--- config.mk ---
export PLATFORM = sky130hd
export DESIGN_NAME = seg_scan_driver_flat
export DESIGN_NICKNAME = d
export VERILOG_FILES = /design/src/rtl/seg_pkg.sv /design/src/rtl/seg_scan_driver_if.sv /design/src/rtl/seg_blink_gen.sv /design/src/rtl/seg_scan_driver.sv /design/src/flat_wrapper.sv
export SDC_FILE = /design/constraint.sdc
export NUM_CORES = 1
export LEC_CHECK = 0
export BUFFER_PORTS_ARGS = -buffer_cell sky130_fd_sc_hd__buf_2
export CAP_MARGIN = 20
export CORE_MARGIN = 10
export CORE_UTILIZATION = 25
export CTS_BUF_LIST = sky130_fd_sc_hd__clkbuf_8
export DETAILED_ROUTE_END_ITERATION = 10
export PLACE_DENSITY_LB_ADDON = 0.3
export SLEW_MARGIN = 20
export SYNTH_ARGS = -nofsm -noshare
export SYNTH_HDL_FRONTEND = slang
export SYNTH_SLANG_ARGS = --single-unit
--- constraint.sdc ---
create_clock -name clk_scan -period 5.8 [get_ports clk_scan]
set_clock_uncertainty 0.05 [all_clocks]
set_input_delay 0.29 -clock clk_scan [delete_from_list [all_inputs] [get_ports clk_scan]]
set_output_delay 0.29 -clock clk_scan [all_outputs]
set_load 0.01 [all_outputs]
--- src/rtl/seg_pkg.sv ---
// Shared definitions for the 7-segment scan driver: code values,
// segment bit positions and the code-to-pattern decoder.
package seg_pkg;

  // Non-numeric digit codes
  localparam logic [3:0] CODE_MINUS = 4'd10;
  localparam logic [3:0] CODE_BLANK = 4'd11;
  localparam logic [3:0] CODE_A     = 4'd12;
  localparam logic [3:0] CODE_D     = 4'd13;
  localparam logic [3:0] CODE_E     = 4'd14;
  localparam logic [3:0] CODE_F     = 4'd15;

  // Segment bit order within a pattern byte: {a,b,c,d,e,f,g,dp}
  localparam int SEG_A  = 7;
  localparam int SEG_B  = 6;
  localparam int SEG_C  = 5;
  localparam int SEG_D  = 4;
  localparam int SEG_E  = 3;
  localparam int SEG_F  = 2;
  localparam int SEG_G  = 1;
  localparam int SEG_DP = 0;

  // Active-high segment pattern for a code, with the decimal point ORed in
  function automatic logic [7:0] seg_decode(input logic [3:0] code, input logic dp);
    logic [7:0] p;
    case (code)
      4'd0:       p = 8'hFC;
      4'd1:       p = 8'h60;
      4'd2:       p = 8'hDA;
      4'd3:       p = 8'hF2;
      4'd4:       p = 8'h66;
      4'd5:       p = 8'hB6;
      4'd6:       p = 8'hBE;
      4'd7:       p = 8'hE0;
      4'd8:       p = 8'hFE;
      4'd9:       p = 8'hF6;
      CODE_MINUS: p = 8'h02;
      CODE_BLANK: p = 8'h00;
      CODE_A:     p = 8'hEE;
      CODE_D:     p = 8'h7A;
      CODE_E:     p = 8'h9E;
      default:    p = 8'h8E;
    endcase
    p[SEG_DP] = p[SEG_DP] | dp;
    return p;
  endfunction

endpackage

--- src/rtl/seg_scan_driver_if.sv ---
// Bus between the calculator core (master) and the scan driver (slave).
//
// Handshake: load is a single-cycle capture strobe with no back-pressure;
// the driver always accepts it. Data captured by load becomes visible at
// the first frame_start after the next frame wrap. frame_start is a
// one-cycle pulse on the first output cycle of each frame and has no
// acknowledge.
interface seg_scan_driver_if #(
  parameter int NUM_DIGITS = 8
);
  logic                      en;
  logic [4*NUM_DIGITS-1:0]   codes;
  logic [NUM_DIGITS-1:0]     dp_mask;
  logic [NUM_DIGITS-1:0]     blink_mask;
  logic                      lz_en;
  logic                      load;
  logic [NUM_DIGITS-1:0]     an;
  logic [7:0]                duan;
  logic [7:0]                duan1;
  logic                      frame_start;

  modport master (
    output en, codes, dp_mask, blink_mask, lz_en, load,
    input  an, duan, duan1, frame_start
  );

  modport slave (
    input  en, codes, dp_mask, blink_mask, lz_en, load,
    output an, duan, duan1, frame_start
  );
endinterface

--- src/rtl/seg_blink_gen.sv ---
// Blink phase generator: toggles blink_phase every BLINK_DIV enabled cycles.
module seg_blink_gen #(
  parameter int BLINK_DIV = 250
) (
  input  logic clk_scan,
  input  logic rst_n,
  input  logic en,
  output logic blink_phase
);

  localparam int CW = (BLINK_DIV > 1) ? $clog2(BLINK_DIV) : 1;
  localparam logic [CW-1:0] CNT_MAX = CW'(BLINK_DIV - 1);

  logic [CW-1:0] cnt;

  // Half-period counter; phase flips when the counter wraps
  always_ff @(posedge clk_scan) begin
    if (!rst_n) begin
      cnt         <= '0;
      blink_phase <= 1'b1;
    end else if (en) begin
      if (cnt == CNT_MAX) begin
        cnt         <= '0;
        blink_phase <= ~blink_phase;
      end else begin
        cnt <= cnt + 1'b1;
      end
    end
  end

endmodule

--- src/rtl/seg_scan_driver.sv ---
// Multiplexed 7-segment scan driver with tear-free staging/shadow buffers,
// leading-zero suppression, blinking and an anti-ghost blanking gap.
module seg_scan_driver
  import seg_pkg::*;
#(
  parameter int NUM_DIGITS = 8,
  parameter int BANK_SPLIT = 4,
  parameter int DWELL      = 2,
  parameter int GAP        = 1,
  parameter int BLINK_DIV  = 250
) (
  input  logic            clk_scan,
  input  logic            rst_n,
  seg_scan_driver_if.slave bus
);

  localparam int SW = $clog2(NUM_DIGITS);
  localparam int DW = (DWELL > 1) ? $clog2(DWELL) : 1;
  localparam logic [SW-1:0] SLOT_TOP  = SW'(NUM_DIGITS - 1);
  localparam logic [DW-1:0] DWELL_TOP = DW'(DWELL - 1);

  // Scan position
  logic [SW-1:0] slot;
  logic [DW-1:0] dwell;
  logic          slot_end;
  logic          frame_wrap;
  logic          xfer;

  // Staging (written by load) and shadow (displayed) buffers
  logic [4*NUM_DIGITS-1:0] stg_codes, shd_codes;
  logic [NUM_DIGITS-1:0]   stg_dp, shd_dp;
  logic [NUM_DIGITS-1:0]   stg_blink, shd_blink;
  logic                    stg_lz, shd_lz;
  logic                    pending;

  logic                    blink_phase;
  logic [NUM_DIGITS-1:0]   dp_le;
  logic [NUM_DIGITS-1:0]   lz_sup;

  logic [NUM_DIGITS-1:0]   an_d, an_q;
  logic [7:0]              duan_d, duan_q, duan1_d, duan1_q, pat;
  logic [3:0]              cur_code;
  logic                    fs_d, fs_q;

  assign slot_end   = (dwell == DWELL_TOP);
  assign frame_wrap = slot_end && (slot == '0);
  assign xfer       = bus.en && frame_wrap && pending;

  seg_blink_gen #(.BLINK_DIV(BLINK_DIV)) u_blink (
    .clk_scan    (clk_scan),
    .rst_n       (rst_n),
    .en          (bus.en),
    .blink_phase (blink_phase)
  );

  // Slot/dwell counters: scan from the top digit down, freeze while disabled
  always_ff @(posedge clk_scan) begin
    if (!rst_n) begin
      slot  <= SLOT_TOP;
      dwell <= '0;
    end else if (bus.en) begin
      if (slot_end) begin
        dwell <= '0;
        slot  <= (slot == '0) ? SLOT_TOP : slot - 1'b1;
      end else begin
        dwell <= dwell + 1'b1;
      end
    end
  end

  // Staging capture; a load on the wrap edge keeps pending for the next frame
  always_ff @(posedge clk_scan) begin
    if (!rst_n) begin
      stg_codes <= {NUM_DIGITS{CODE_BLANK}};
      stg_dp    <= '0;
      stg_blink <= '0;
      stg_lz    <= 1'b0;
      pending   <= 1'b0;
    end else if (bus.load) begin
      stg_codes <= bus.codes;
      stg_dp    <= bus.dp_mask;
      stg_blink <= bus.blink_mask;
      stg_lz    <= bus.lz_en;
      pending   <= 1'b1;
    end else if (xfer) begin
      pending <= 1'b0;
    end
  end

  // Shadow update only at the frame wrap so a frame never mixes old and new data
  always_ff @(posedge clk_scan) begin
    if (!rst_n) begin
      shd_codes <= {NUM_DIGITS{CODE_BLANK}};
      shd_dp    <= '0;
      shd_blink <= '0;
      shd_lz    <= 1'b0;
    end else if (xfer) begin
      shd_codes <= stg_codes;
      shd_dp    <= stg_dp;
      shd_blink <= stg_blink;
      shd_lz    <= stg_lz;
    end
  end

  // dp_le[i]: some decimal point is set at index i or below
  always_comb begin
    logic acc;
    acc = 1'b0;
    for (int i = 0; i < NUM_DIGITS; i++) begin
      acc      = acc | shd_dp[i];
      dp_le[i] = acc;
    end
  end

  // Leading-zero suppression: a zero is blanked while everything above it is
  // zero, minus or blank and no decimal point sits at or below it
  always_comb begin
    logic       higher_ok;
    logic [3:0] c;
    higher_ok = 1'b1;
    lz_sup    = '0;
    for (int i = NUM_DIGITS - 1; i >= 0; i--) begin
      c         = shd_codes[4*i +: 4];
      lz_sup[i] = shd_lz && (i > 0) && (c == 4'd0) && higher_ok && !dp_le[i];
      higher_ok = higher_ok && ((c == 4'd0) || (c == CODE_MINUS) || (c == CODE_BLANK));
    end
  end

  // Next output values from the current scan position and shadow contents
  always_comb begin
    an_d     = '1;
    duan_d   = '0;
    duan1_d  = '0;
    pat      = '0;
    cur_code = shd_codes[{slot, 2'b00} +: 4];
    fs_d     = bus.en && (slot == SLOT_TOP) && (dwell == '0);
    if (bus.en && !((GAP != 0) && slot_end)) begin
      an_d = ~({{(NUM_DIGITS-1){1'b0}}, 1'b1} << slot);
      pat  = seg_decode(cur_code, shd_dp[slot]);
      if (lz_sup[slot] || (shd_blink[slot] && !blink_phase)) begin
        pat = '0;
      end
      if (int'(slot) < BANK_SPLIT) begin
        duan_d = pat;
      end else begin
        duan1_d = pat;
      end
    end
  end

  // Registered outputs, one cycle behind the scan counters
  always_ff @(posedge clk_scan) begin
    if (!rst_n) begin
      an_q    <= '1;
      duan_q  <= '0;
      duan1_q <= '0;
      fs_q    <= 1'b0;
    end else begin
      an_q    <= an_d;
      duan_q  <= duan_d;
      duan1_q <= duan1_d;
      fs_q    <= fs_d;
    end
  end

  assign bus.an          = an_q;
  assign bus.duan        = duan_q;
  assign bus.duan1       = duan1_q;
  assign bus.frame_start = fs_q;

endmodule

--- src/flat_wrapper.sv ---
// flat-port wrapper written by rule: the top's interface ports become plain ports
module seg_scan_driver_flat import seg_pkg::*;
#(
  parameter int NUM_DIGITS = 8,
  parameter int BANK_SPLIT = 4,
  parameter int DWELL      = 2,
  parameter int GAP        = 1,
  parameter int BLINK_DIV  = 250
)
  (clk_scan, rst_n, bus_en, bus_codes, bus_dp_mask, bus_blink_mask, bus_lz_en, bus_load, bus_an, bus_duan, bus_duan1, bus_frame_start);
  seg_scan_driver_if #(.NUM_DIGITS(NUM_DIGITS)) bus_i ();
  input  logic clk_scan;
  input  logic rst_n;
  input wire logic [$bits(bus_i.en)-1:0] bus_en;
  input wire logic [$bits(bus_i.codes)-1:0] bus_codes;
  input wire logic [$bits(bus_i.dp_mask)-1:0] bus_dp_mask;
  input wire logic [$bits(bus_i.blink_mask)-1:0] bus_blink_mask;
  input wire logic [$bits(bus_i.lz_en)-1:0] bus_lz_en;
  input wire logic [$bits(bus_i.load)-1:0] bus_load;
  output wire logic [$bits(bus_i.an)-1:0] bus_an;
  output wire logic [$bits(bus_i.duan)-1:0] bus_duan;
  output wire logic [$bits(bus_i.duan1)-1:0] bus_duan1;
  output wire logic [$bits(bus_i.frame_start)-1:0] bus_frame_start;
  assign bus_i.en = bus_en;
  assign bus_i.codes = bus_codes;
  assign bus_i.dp_mask = bus_dp_mask;
  assign bus_i.blink_mask = bus_blink_mask;
  assign bus_i.lz_en = bus_lz_en;
  assign bus_i.load = bus_load;
  assign bus_an = bus_i.an;
  assign bus_duan = bus_i.duan;
  assign bus_duan1 = bus_i.duan1;
  assign bus_frame_start = bus_i.frame_start;
  seg_scan_driver #(.NUM_DIGITS(NUM_DIGITS), .BANK_SPLIT(BANK_SPLIT), .DWELL(DWELL), .GAP(GAP), .BLINK_DIV(BLINK_DIV)) u_core (.clk_scan(clk_scan), .rst_n(rst_n), .bus(bus_i));
endmodule
==> results by group <==
Synthesis
  – Yosys reg bits: 137
  – Post-synth net total: 648
  – Cells after Synth: 584
  – Post-synth ARST share: 0%
  – Prevailing post-synth register cell: dfxtp_1
  – Ys Warns: 0
  – Count of cell types in the netlist: 51
  – Syn avg cell area: 9.71 um^2
  – Post-Syn Area: 0.00567 mm^2
  – Post-synth EDFFs: 0
  – Area fraction of the dominant cell type after synthesis: 48.3%
  – Sequential area share after synthesis: 48.3%
  – Ranking of synthesized cells by area: dfxtp_1, mux2i_1, nand2_1, mux4_1, a21boi_0
  – Cell taking the most area after synthesis: dfxtp_1

Power
  – Total power: 1.96 mW
  – Leakage power: 2.90 nW
  – Peak supply drop: 0.109 mV
  – Pwr dens: 281 mW/mm^2

Job
  – Max cap viols: 0

STA
  – Fmax: 320 MHz
  – Final period util: 53.9%
  – Max-slew violations: 0
  – RSZ-0062 raised after global routing: no
  – Final hold vios: 0
  – Least-Margin Pin Slew: 0.964 ns
  – Setup WS post-layout: 2.68 ns
  – Fin crit period: 3.12 ns
  – Worst slew margin: 35.8%
  – Fin Setup TNS: 0 ns
  – Final setup fails: 0

Global route
  – Pin count of the biggest net entering global routing: 104
  – First-pass GRT wire length: 22100 um
  – Initial antenna violation count: 0
  – GRT Total Usage: 9.56%
  – GRT Residual Overflow: 0
  – Vias in the first global route: 4125

Floorplanning
  – Die height: 171 um
  – Die X: 171 um
  – Die Footprint: 0.0291 mm^2
  – Core area: 0.0225 mm^2
  – # rows: 55
  – Initial core utilization: 25.2%
  – I/O Pins: 78

Detailed routing
  – Vias/cell: 4.35
  – DR WL/cell: 14.1 um
  – DRT Wirelength: 13600 um
  – DR vias: 4222
  – Drt pass-1 iters: 5
  – Post-route ant nets: 0
  – # DRC: 0
  – DR iter-0 viols: 230

CTS
  – Worst-Skew Late Latency: 0.44 ns
  – Clk buf depth: 2
  – CTS root buf: clkbuf_8
  – Reg clk slew, reported paths: 0.08 ns
  – TritonCTS clock tree: yes
  – CTS H-tree depth: 4
  – Sink Count: 137
  – Num CTS Buffers: 17

Critical path
  – CP Max Fanout: 21
  – Worst r2r src: u_core.slot[1]
  – CP Capture Type: flop
  – R2R depth: 7
  – WS Path Type: reg -> reg
  – Reg-to-reg endpoint: u_core.bus.duan1[4]
  – Critical Path Source: u_core.slot[1]
  – CP Data Required Time: 6.07 ns
  – Reg2reg setup slack: 2.68 ns
  – CP startpoint kind: flop
  – Worst path arrival time: 3.40 ns

Worst hold path
  – Hold path startpoint: bus_blink_mask[6]
  – Hold crit path type: in -> reg
  – Hold Path Depth: 3
  – WHS Endpoint: u_core.stg_blink[6]

Placement
  – Pre-CTS setup slack: 2.68 ns
  – DP HPWL: 9580 um
  – GPL Wtd Cong: 0.772
  – Placed cell count: 915
  – Count of buffers from port buffering: 77

Cells and area
  – Synth-to-layout area growth: 23.1%
  – Layout cell share with drive strength beyond 1: 18.4%
  – Fin nets: 737
  – Final non-filler cell total: 971
  – Antenna Cells: 0
  – Final Core Density: 31.0%
  – Layout fillers: 2343

Status
  – Status: completed
==> critical path, stage by stage, from the launching register on <==
cell and delay (ns):
dfxtp_1 0.92, mux4_1 0.65, mux2i_1 0.48, ha_1 0.28, inv_1 0.07, mux2_1 0.29
mux2i_1 0.18, nor2_1 0.08
==> through the flow <==
step	area, um^2	hold slack, ns
5_1_grt	6990	0.0213
4_1_cts	6980	0.00418
3_3_place_gp	6300	0.408
3_5_place_dp	6300	0.411
6_report	6990	0.0476
2_1_floorplan	5670	0.368
==> sequential cells by signal, summed over array words and instances, names as in the netlist <==
signal,count
u_core.shd_codes,32
u_core.stg_codes,32
u_core.bus.an,8
u_core.bus.duan1,8
u_core.bus.duan,8
u_core.shd_blink,8
u_core.shd_dp,8
u_core.stg_blink,8
u_core.stg_dp,8
u_core.u_blink.cnt,8
u_core.slot,3
u_core.bus.frame_start,1
u_core.dwell,1
u_core.pending,1
u_core.shd_lz,1
u_core.stg_lz,1
u_core.u_blink.blink_phase,1
==> cell usage after synthesis (5+ instances only) <==
master    number
nand2_1      141
dfxtp_1      137
mux2i_1       56
nor2b_1       28
a21boi_0      27
nand3_1       27
clkbuf_1      25
nor2_1        20
ha_1          11
or3_1         10
inv_1          9
mux4_1         8
o21ai_0        8
a21oi_1        7
buf_1          5
xor2_1         5
==> power breakdown <==
group | internal (mW) | total, mW | switching, mW | leakage [nW]
sequential | 0.965 | 0.984 | 0.0186 | 1.12
combinational | 0.0608 | 0.112 | 0.0513 | 1.57
clock | 0.482 | 0.864 | 0.382 | 0.216
==> kinds of logic after synthesis <==
logic type	count (synthesis)	synth area share [%]
and+or+nand+nor	251	20.4
DFF	137	48.3
muxes	72	16.4
AOI/OAI and AO/OA	62	8.32
buffers and inverters	45	3.20
adders and majority gates	11	2.43
xor gates and xnor gates	6	0.926
==> layout make-up <==
cell class                 instances  area [um^2]  share of cell area, %
inverter                          10         37.5                  0.537
multi-input combinational        402         2750                   39.4
tap                              285          357                   5.10
clock inverter                    14          196                   2.81
clock buffer                      18          248                   3.55
sequential                       137         2740                   39.3
timing repair buffer             105          656                   9.39
==> timing repair <==
item	CTS	global route
setup buffers	0	0
endpoints found under the hold margin	23	1
hold buffers	23	1
resized for setup	0	0
==> placed cells by master (no fill, tap or decap), drive strengths merged, types with 5 or more instances in the layout <==
| cell type | n |
|---|---|
| nor2b | 28 |
| xor2 | 5 |
| mux2i | 58 |
| ha | 11 |
| nand2 | 141 |
| mux4 | 12 |
| dfxtp | 137 |
| clkbuf | 18 |
| o21ai | 9 |
| a21oi | 7 |
| inv | 12 |
| dlygate4sd3 | 24 |
| a21boi | 27 |
| nand3 | 27 |
| buf | 81 |
| or3 | 10 |
| nor2 | 20 |
| clkinv | 5 |
==> worst max path at each step <==
stage / endpoint / slack [ns]
after floorplan: u_core.bus.duan1[4] / 3.44
after global placement: u_core.bus.duan1[4] / 2.77
after detailed placement: u_core.bus.duan1[4] / 2.68
after CTS: u_core.bus.duan1[4] / 2.66
after global routing: u_core.bus.duan1[4] / 2.43
final: u_core.bus.duan1[4] / 2.68
==> routing by layer <==
metal	share of wire (%)	up-vias	GRT usage [%]	wire, um
met2	42	82	13.7	5780
li1	-	2185	-	-
met3	5.8	11	3.55	792
met5	0	-	0	0
met4	0.97	0	3.20	133
met1	51	1944	12.9	6940
Note: power is estimated with default switching activity, not from simulation.
